==> src/rtl/mc_pkg.sv <==
// Shared constants and state encoding for the multi-cycle MIPS controller.
package mc_pkg;

    typedef enum logic [3:0] {
        ST_RST    = 4'd0,
        ST_FETCH  = 4'd1,
        ST_DECODE = 4'd2,
        ST_MEMADR = 4'd3,
        ST_MEMRD  = 4'd4,
        ST_MEMWB  = 4'd5,
        ST_MEMWR  = 4'd6,
        ST_RTEXE  = 4'd7,
        ST_RTWB   = 4'd8,
        ST_IEXE   = 4'd9,
        ST_IWB    = 4'd10,
        ST_BEQ    = 4'd11,
        ST_JUMP   = 4'd12,
        ST_EXC    = 4'd13
    } state_t;

    localparam logic [2:0] ALU_ADD = 3'b100;
    localparam logic [2:0] ALU_SUB = 3'b110;
    localparam logic [2:0] ALU_AND = 3'b000;
    localparam logic [2:0] ALU_OR  = 3'b001;
    localparam logic [2:0] ALU_SLT = 3'b011;

    localparam logic [5:0] OP_RTYPE = 6'h00;
    localparam logic [5:0] OP_J     = 6'h02;
    localparam logic [5:0] OP_BEQ   = 6'h04;
    localparam logic [5:0] OP_ADDI  = 6'h08;
    localparam logic [5:0] OP_LW    = 6'h23;
    localparam logic [5:0] OP_SW    = 6'h2B;

    localparam logic [5:0] FN_ADD  = 6'h20;
    localparam logic [5:0] FN_ADDU = 6'h21;
    localparam logic [5:0] FN_SUB  = 6'h22;
    localparam logic [5:0] FN_AND  = 6'h24;
    localparam logic [5:0] FN_OR   = 6'h25;
    localparam logic [5:0] FN_SLT  = 6'h2A;

    localparam logic [1:0] PC_SRC_ALU    = 2'd0;
    localparam logic [1:0] PC_SRC_ALUOUT = 2'd1;
    localparam logic [1:0] PC_SRC_JUMP   = 2'd3;

    localparam logic [1:0] SRCB_RT      = 2'd0;
    localparam logic [1:0] SRCB_FOUR    = 2'd1;
    localparam logic [1:0] SRCB_IMM     = 2'd2;
    localparam logic [1:0] SRCB_IMM_SH2 = 2'd3;

    localparam logic [1:0] EXC_NONE = 2'b00;
    localparam logic [1:0] EXC_OVF  = 2'b01;
    localparam logic [1:0] EXC_ILL  = 2'b10;

endpackage

==> src/rtl/mc_alu_dec.sv <==
// R-type funct decoder: ALU mode, signed-op flag (add/sub) and legality.
module mc_alu_dec
    import mc_pkg::*;
(
    input  logic [5:0] i_funct,
    output logic [2:0] o_alu_mod,
    output logic       o_signed,
    output logic       o_legal
);

    always_comb begin
        o_alu_mod = ALU_ADD;
        o_signed  = 1'b0;
        o_legal   = 1'b1;
        case (i_funct)
            FN_ADD:  o_signed = 1'b1;
            FN_ADDU: o_alu_mod = ALU_ADD;
            FN_SUB: begin
                o_alu_mod = ALU_SUB;
                o_signed  = 1'b1;
            end
            FN_AND:  o_alu_mod = ALU_AND;
            FN_OR:   o_alu_mod = ALU_OR;
            FN_SLT:  o_alu_mod = ALU_SLT;
            default: o_legal = 1'b0;
        endcase
    end

endmodule

==> src/rtl/mc_ctrl.sv <==
// Multi-cycle MIPS control unit: fetch/decode/execute sequencing and datapath selects.
// Build option MC_OVF_TRAP_EN: signed add/sub/addi overflow traps instead of writing back.
module mc_ctrl
    import mc_pkg::*;
#(
    parameter logic [1:0] EXC_VEC_SEL = 2'd2
) (
    input  logic       clk,
    input  logic       rst_n,
    input  logic [5:0] op,
    input  logic [5:0] funct,
    input  logic       alu_z,
    input  logic       alu_o,
    input  logic       mem_ready,
    output logic [2:0] alu_mod,
    output logic       alu_src_a,
    output logic [1:0] alu_src_b,
    output logic [1:0] pc_src,
    output logic       pc_write,
    output logic       ir_write,
    output logic       iord,
    output logic       mem_read,
    output logic       mem_write,
    output logic       reg_write,
    output logic       reg_dst,
    output logic       mem_to_reg,
    output logic       exc,
    output logic [1:0] exc_code
);

    state_t     r_state;
    state_t     w_state_nxt;
    logic       r_ovf_q;
    logic       w_ovf_d;
    logic [1:0] r_exc_code;
    logic [1:0] w_exc_code_nxt;
    logic [2:0] w_fn_mod;
    logic       w_fn_signed;
    logic       w_fn_legal;

    mc_alu_dec u_alu_dec (
        .i_funct   (funct),
        .o_alu_mod (w_fn_mod),
        .o_signed  (w_fn_signed),
        .o_legal   (w_fn_legal)
    );

`ifdef MC_OVF_TRAP_EN
    assign w_ovf_d = (r_state == ST_RTEXE) ? (alu_o & w_fn_signed) : alu_o;
`else
    logic w_unused_ovf;
    assign w_unused_ovf = alu_o ^ w_fn_signed;
    assign w_ovf_d      = 1'b0;
`endif

    // Exception code is latched on entry so it is valid during the EXC cycle.
    always_comb begin
        w_state_nxt    = r_state;
        w_exc_code_nxt = r_exc_code;
        case (r_state)
            ST_RST:    w_state_nxt = ST_FETCH;
            ST_FETCH:  if (mem_ready) w_state_nxt = ST_DECODE;
            ST_DECODE: begin
                case (op)
                    OP_RTYPE: begin
                        if (w_fn_legal) begin
                            w_state_nxt = ST_RTEXE;
                        end else begin
                            w_state_nxt    = ST_EXC;
                            w_exc_code_nxt = EXC_ILL;
                        end
                    end
                    OP_LW, OP_SW: w_state_nxt = ST_MEMADR;
                    OP_ADDI:      w_state_nxt = ST_IEXE;
                    OP_BEQ:       w_state_nxt = ST_BEQ;
                    OP_J:         w_state_nxt = ST_JUMP;
                    default: begin
                        w_state_nxt    = ST_EXC;
                        w_exc_code_nxt = EXC_ILL;
                    end
                endcase
            end
            ST_MEMADR: w_state_nxt = (op == OP_SW) ? ST_MEMWR : ST_MEMRD;
            ST_MEMRD:  if (mem_ready) w_state_nxt = ST_MEMWB;
            ST_MEMWB:  w_state_nxt = ST_FETCH;
            ST_MEMWR:  if (mem_ready) w_state_nxt = ST_FETCH;
            ST_RTEXE:  w_state_nxt = ST_RTWB;
            ST_IEXE:   w_state_nxt = ST_IWB;
            ST_RTWB, ST_IWB: begin
                if (r_ovf_q) begin
                    w_state_nxt    = ST_EXC;
                    w_exc_code_nxt = EXC_OVF;
                end else begin
                    w_state_nxt = ST_FETCH;
                end
            end
            ST_BEQ, ST_JUMP, ST_EXC: w_state_nxt = ST_FETCH;
            default:   w_state_nxt = ST_RST;
        endcase
    end

    always_ff @(posedge clk or negedge rst_n) begin
        if (!rst_n) begin
            r_state    <= ST_RST;
            r_ovf_q    <= 1'b0;
            r_exc_code <= EXC_NONE;
        end else begin
            r_state    <= w_state_nxt;
            r_exc_code <= w_exc_code_nxt;
            if (r_state == ST_RTEXE || r_state == ST_IEXE) begin
                r_ovf_q <= w_ovf_d;
            end
        end
    end

    assign exc_code = r_exc_code;

    always_comb begin
        alu_mod    = 3'b000;
        alu_src_a  = 1'b0;
        alu_src_b  = SRCB_RT;
        pc_src     = PC_SRC_ALU;
        pc_write   = 1'b0;
        ir_write   = 1'b0;
        iord       = 1'b0;
        mem_read   = 1'b0;
        mem_write  = 1'b0;
        reg_write  = 1'b0;
        reg_dst    = 1'b0;
        mem_to_reg = 1'b0;
        exc        = 1'b0;
        case (r_state)
            ST_FETCH: begin
                mem_read  = 1'b1;
                alu_src_b = SRCB_FOUR;
                alu_mod   = ALU_ADD;
                ir_write  = mem_ready;
                pc_write  = mem_ready;
            end
            ST_DECODE: begin
                alu_src_b = SRCB_IMM_SH2;
                alu_mod   = ALU_ADD;
            end
            ST_MEMADR, ST_IEXE: begin
                alu_src_a = 1'b1;
                alu_src_b = SRCB_IMM;
                alu_mod   = ALU_ADD;
            end
            ST_MEMRD: begin
                mem_read = 1'b1;
                iord     = 1'b1;
            end
            ST_MEMWB: begin
                reg_write  = 1'b1;
                mem_to_reg = 1'b1;
            end
            ST_MEMWR: begin
                mem_write = 1'b1;
                iord      = 1'b1;
            end
            ST_RTEXE: begin
                alu_src_a = 1'b1;
                alu_mod   = w_fn_mod;
            end
            ST_RTWB: begin
                reg_write = ~r_ovf_q;
                reg_dst   = ~r_ovf_q;
            end
            ST_IWB:   reg_write = ~r_ovf_q;
            ST_BEQ: begin
                alu_src_a = 1'b1;
                alu_mod   = ALU_SUB;
                pc_src    = PC_SRC_ALUOUT;
                pc_write  = alu_z;
            end
            ST_JUMP: begin
                pc_src   = PC_SRC_JUMP;
                pc_write = 1'b1;
            end
            ST_EXC: begin
                pc_src   = EXC_VEC_SEL;
                pc_write = 1'b1;
                exc      = 1'b1;
            end
            default: ;
        endcase
    end

endmodule

==> config.mk <==
export PLATFORM = sky130hd
export DESIGN_NAME = mc_ctrl
export DESIGN_NICKNAME = d
export VERILOG_FILES = /design/src/rtl/mc_pkg.sv /design/src/rtl/mc_alu_dec.sv /design/src/rtl/mc_ctrl.sv
export SDC_FILE = /design/constraint.sdc
export NUM_CORES = 1
export LEC_CHECK = 0
export CAP_MARGIN = 25
export CELL_PAD_IN_SITES_DETAIL_PLACEMENT = 1
export CELL_PAD_IN_SITES_GLOBAL_PLACEMENT = 1
export CORE_ASPECT_RATIO = 0.8
export CORE_MARGIN = 2
export CORE_UTILIZATION = 26
export CTS_CLUSTER_SIZE = 40
export DETAILED_ROUTE_END_ITERATION = 7
export GPL_TIMING_DRIVEN = 0
export PLACE_DENSITY = 0.9
export SYNTH_ARGS = -nofsm -noshare
export SYNTH_HDL_FRONTEND = slang
export SYNTH_SLANG_ARGS = --single-unit
==> constraint.sdc <==
create_clock -name clk -period 2.8 [get_ports clk]
set_clock_uncertainty 0.2 [all_clocks]
set_input_delay 0.42 -clock clk [delete_from_list [all_inputs] [get_ports clk]]
set_output_delay 0.42 -clock clk [all_outputs]
set_load 0.01 [all_outputs]
==> results of run 1 <==
critical path, cell delays in order:
cell	delay, ps
clkdlybuf4s50_1	490
nor3b_4	250
buf_4	160
nand3b_1	70
a21oi_1	140
clkdlybuf4s50_1	560
registers in the layout, summed over array words and instances (netlist names):
| name | flops |
|---|---|
| r_state | 4 |
| exc_code | 1 |
metal layers:
metal  GRT usage [%]  part of all wire (%)
met4            2.27                     0
met5               0                     0
met1            21.6                    47
met2            29.8                    47
met3            3.78                   5.0
where the power goes:
part	internal, mW	switching, mW
logic	0.273	0.285
registers	0.0955	0.0351
clock network	0.0537	0.0271
total	0.422	0.347
cells by family after synthesis:
kind of cell	count (synthesis)	share of synthesized area (%)
AOI/OAI and AO/OA	23	25.7
xor gates and xnor gates	2	2.81
buffers and inverters	8	5.42
DFF	5	20.1
other	1	0.602
and+or+nand+nor	51	45.4
what timing repair did:
action / 4_1_cts / 5_1_grt
cloned: 0 / 0
buffers inserted: 1 / 2
setup endpoints to repair: 2 / 5
pin swaps: 0 / 1
resized for setup: 2 / 5
how the worst max path moves through the flow:
stage	endpoint	slack (ps)	cells past startpoint
after floorplan	alu_mod[2]	850	4
after global placement	alu_mod[2]	-160	6
after detailed placement	alu_mod[2]	-210	6
after CTS	alu_mod[2]	0.8	6
after global routing	alu_mod[1]	-20	6
final	alu_mod[1]	80	6
cell usage after synthesis, types with 3 or more instances:
cell	n
nand2b_1	5
nor3_1	6
clkbuf_1	5
nand2_1	5
o21ai_0	5
nor2_1	15
a21oi_1	3
dfrtp_1	5
nor2b_1	5
final cells by class:
| class | count | area, um^2 |
|---|---|---|
| buffer | 6 | 27.5 |
| clock buffer | 4 | 26.3 |
| fill | 303 | 1160 |
| inverter | 1 | 3.75 |
| multi-input combinational | 77 | 475 |
| sequential | 5 | 125 |
| tap | 25 | 31.3 |
| timing repair buffer | 36 | 360 |
==> results by group, run 1 <==
Outcome
  – Status: complete, but fails checks
  – Failing checks: DRC

Route
  – WL final: 2.28 mm
  – WL per Instance: 14.8 um
  – DRT iter0 DRCs: 11
  – DRC viols: 3
  – First-pass detailed-route iteration total: 6
  – Via count: 794
  – DRT antenna net count: 0
  – Vias per inst: 5.16

Synthesis
  – Most frequently used flop master after synthesis: dfrtp_1
  – Post-synthesis net count: 107
  – Post-synth ARST share: 100%
  – Mapped Area: 623 um^2
  – Top area cells in the synthesized netlist: dfrtp_1, nor2_1, nand2b_1
  – Seq/Total Area, Yosys: 20.1%
  – Post-synth cell types: 39
  – Syn_area_per_cell: 6.92 um^2
  – Post-synth EDFFs: 0
  – Yosys top cell area share: 20.1%
  – Area leader, netlist: dfrtp_1
  – Synth Register Bits: 5
  – Synth warn: 0
  – Mapped Cells: 90

Clock network
  – Clock Tree Root: clkbuf_4
  – Max Buffers Root-to-Sink: 2
  – CTS Hold Bufs: 0
  – CTS sink count: 5
  – CTS buffer count: 3
  – # H-tree levels: 1
  – Clk Latency, worst-skew pair: 240 ps
  – Clock transition at path regs: 40 ps
  – CTS tree: built

Finish
  – Final net count: 147
  – Most frequent cells in the layout: clkdlybuf4s50_1, nor2_1, nor3_1
  – Area growth, synth to finish: 68.5%
  – Share of cells above drive strength 1: 9.30%
  – Antenna cell count: 0
  – Most common cell after layout, fill and taps aside: clkdlybuf4s50_1
  – Layout Utilization: 47.4%
  – Layout Cells excl Fill: 154
  – Post-route cell area: 0.00105 mm^2

Die
  – Initial Util: 28.1%
  – IO Pins: 36
  – CORE AREA: 0.00221 mm^2
  – Die Y: 47.8 um
  – DIE WIDTH: 58.7 um
  – Row count: 15
  – DIE AREA: 0.00281 mm^2

Min path
  – Worst Hold Class: input port to async pin

GRT
  – Vias in the first global route: 796
  – First-pass GRT wire length: 3.60 mm
  – Pin count of the biggest net entering global routing: 11
  – GRT overflow: 0
  – Gr usage total: 16.7%
  – Initial antenna violation count: 0

Place
  – Hpwl dp: 1.72 mm
  – Placed Area: 985 um^2
  – GP Congestion: 0.809
  – I/O Buffers: 33
  – Pre-CTS WS: -213 ps
  – Cells after DPL: 148

Critical path
  – FF-to-FF path depth: 5
  – Critical Path Fanout Max: 3
  – Setup CP Type: input port to output pin
  – Worst Setup End Kind: output pin
  – R2r setup slk: 960 ps
  – Data arrival, critical path: 2100 ps
  – Startpoint types: input port
  – Worst EP required: 2180 ps
  – Setup crit start: funct[1]
  – Worst reg2reg startpoint: r_state[3]
  – Worst R2R End: r_state[0]

Power
  – Pwr Total: 0.769 mW
  – VDD IR-drop max: 0.364 mV
  – Leak pwr: 0.423 nW
  – P per Cell Area: 732 mW/mm^2

STA
  – Setup violations, final: 0
  – Setup ws final: 83.6 ps
  – Peak Freq: 368 MHz
  – Final min period: 2720 ps
  – Tcrit/Tclk final: 97.0%
  – Setup TNS: 0 ps
  – Slew Viols, Final: 0
  – Hold WS: 200 ps
  – Final Hold Viols: 0

Flow run
  – Max-cap violations: 0
(Power assumes the default switching activity.)
==> inputs of run 2 (changes only) <==
--- a/config.mk
+++ b/config.mk
@@ -10,11 +10,11 @@
 export CELL_PAD_IN_SITES_GLOBAL_PLACEMENT = 1
 export CORE_ASPECT_RATIO = 0.8
 export CORE_MARGIN = 2
-export CORE_UTILIZATION = 26
+export CORE_UTILIZATION = 25
 export CTS_CLUSTER_SIZE = 40
 export DETAILED_ROUTE_END_ITERATION = 7
 export GPL_TIMING_DRIVEN = 0
-export PLACE_DENSITY = 0.9
+export PLACE_DENSITY = 0.88
 export SYNTH_ARGS = -nofsm -noshare
 export SYNTH_HDL_FRONTEND = slang
 export SYNTH_SLANG_ARGS = --single-unit
==> results by group, run 2 (same netlist as run 1, synthesis figures left out) <==
Finish
  – Area growth, synth to finish: 65.3%
  – Layout Utilization: 42.9%
  – Most frequent cells in the layout: clkdlybuf4s50_1, nor2_1, nor3_1
  – Most common cell after layout, fill and taps aside: clkdlybuf4s50_1
  – FF/Latch Area: 125 um^2
  – Antenna cell count: 0
  – Max FFs per register: 4
  – Largest Register: r_state
  – Layout fillers: 315
  – Post-route cell area: 0.00103 mm^2
  – Share of cells above drive strength 1: 7.09%
  – Final net count: 145
  – Area of the multi-input gates: 475 um^2

Die
  – Row count: 16
  – IO Pins: 36
  – Die Y: 48.7 um
  – CORE AREA: 0.00240 mm^2
  – Initial Util: 25.9%
  – DIE AREA: 0.00291 mm^2
  – DIE WIDTH: 59.8 um

Route
  – Met3 Wirelength: 86 um
  – Vias per inst: 5.35
  – Metal1 wirelength: 1.02 mm
  – DRC viols: 0
  – Via count: 824
  – DRT antenna net count: 0
  – WL final: 2.22 mm
  – WL met2: 1.08 mm
  – DRT iter0 DRCs: 10
  – First-pass detailed-route iteration total: 4
  – WL per Instance: 14.4 um
  – DR top layer: met4

Critical path
  – Critical Path Fanout Max: 3
  – R2r setup slk: 970 ps
  – FF-to-FF path depth: 3
  – Setup crit start: funct[2]
  – Startpoint types: input port
  – Worst R2R End: exc_code[1]
  – Worst EP required: 2180 ps
  – Worst Setup End Kind: output pin
  – Data arrival, critical path: 2050 ps
  – Setup CP Type: input port to output pin
  – Worst reg2reg startpoint: r_state[3]

STA
  – Slew Viols, Final: 0
  – Setup violations, final: 0
  – Hold WS: 191 ps
  – Peak Freq: 374 MHz
  – RSZ-0062 raised after global routing: false
  – Final min period: 2670 ps
  – Final Hold Viols: 0
  – Setup ws final: 126 ps
  – Tcrit/Tclk final: 95.5%

Power
  – P per Cell Area: 746 mW/mm^2
  – VDD IR-drop max: 0.249 mV
  – P_int: 0.414 mW
  – Sequential Power Share: 17.3%
  – Sw Share: 46.0%
  – Gate power share: 71.9%
  – Net load switching power: 0.354 mW
  – Clock power share: 10.8%
  – Leak pwr: 0.394 nW

GRT
  – Gr usage total: 17.2%
  – Initial antenna violation count: 0
  – Pin count of the biggest net entering global routing: 11
  – GRT overflow: 0
  – Vias in the first global route: 823
  – First-pass GRT wire length: 3.82 mm

Place
  – Placed Area: 987 um^2
  – GP Congestion: 0.889
  – Pre-CTS WS: -194 ps
  – Hpwl dp: 1.74 mm
  – I/O Buffers: 33

Clock network
  – # H-tree levels: 1
  – CTS tree: built
  – CTS sink count: 5
  – CTS buffer count: 3
  – Clock Tree Root: clkbuf_4
  – Max Buffers Root-to-Sink: 2
  – CTS Hold Bufs: 0
  – Clock transition at path regs: 40 ps
  – Clk Latency, worst-skew pair: 240 ps

Min path
  – Worst Hold Class: input port to async pin

Flow run
  – Max-cap violations: 0

Outcome
  – Status: completed
==> run 2: changes by cell type in the layout (fill, tap and decap cells not counted) <==
cell / delta
dlygate4sd2_1: +1
clkdlybuf4s50_1: +1
buf_4: -2
clkbuf_2: -1
clkbuf_1: +1
dlymetal6s2s_1: -2
==> run 2: metal layers <==
metal / up-vias / global-route usage [%]
met5: - / 0
met4: 0 / 9.26
met3: 4 / 3.21
met2: 24 / 27.2
met1: 396 / 21.7
li1: 400 / -
==> run 2: stage by stage <==
stage / std cells / power, mW / setup TNS [ps]
5_1_grt: 154 / 0.830 / 0
2_1_floorplan: 90 / 0.428 / 0
3_5_place_dp: 150 / 0.690 / -301
3_3_place_gp: 150 / 0.674 / -251
4_1_cts: 155 / 0.776 / 0
6_report: 154 / 0.768 / 0
==> run 2: critical path, cell delays in order <==
cell             delay (ps)
clkdlybuf4s50_1         480
nor3b_4                 250
buf_4                   140
nand3b_1                 70
a21oi_1                 150
clkdlybuf4s50_1         550
==> run 2: worst max-delay path by stage <==
stage | slack [ps] | endpoint | cells past startpoint
after floorplan | 850 | alu_mod[2] | 4
after global placement | -170 | alu_mod[2] | 6
after detailed placement | -190 | alu_mod[2] | 6
after CTS | 3 | mem_read | 5
after global routing | 0.8 | mem_read | 4
final | 130 | alu_mod[1] | 6
==> run 2: area by class of cell <==
cell class	instances	share of cell area, %
clock buffer	4	2.55
buffer	6	2.55
inverter	1	0.365
timing repair buffer	34	32.9
sequential	5	12.2
tap	27	3.28
multi-input combinational	77	46.2
==> run 2: power groups by stage <==
stage / combinational (mW) / clock, mW / sequential [mW]
6_report: 0.552 / 0.0830 / 0.133
5_1_grt: 0.600 / 0.0908 / 0.139
4_1_cts: 0.572 / 0.0885 / 0.115
3_5_place_dp: 0.574 / 0 / 0.116
3_3_place_gp: 0.560 / 0 / 0.114
2_1_floorplan: 0.318 / 0 / 0.110
==> run 2: timing repair <==
| action | in CTS | in global routing |
|---|---|---|
| pin swaps | 1 | 0 |
| gates resized for setup | 3 | 1 |
| buffers inserted | 1 | 0 |
| endpoints found under the setup margin | 2 | 4 |
| endpoints found under the hold margin | 0 | 0 |
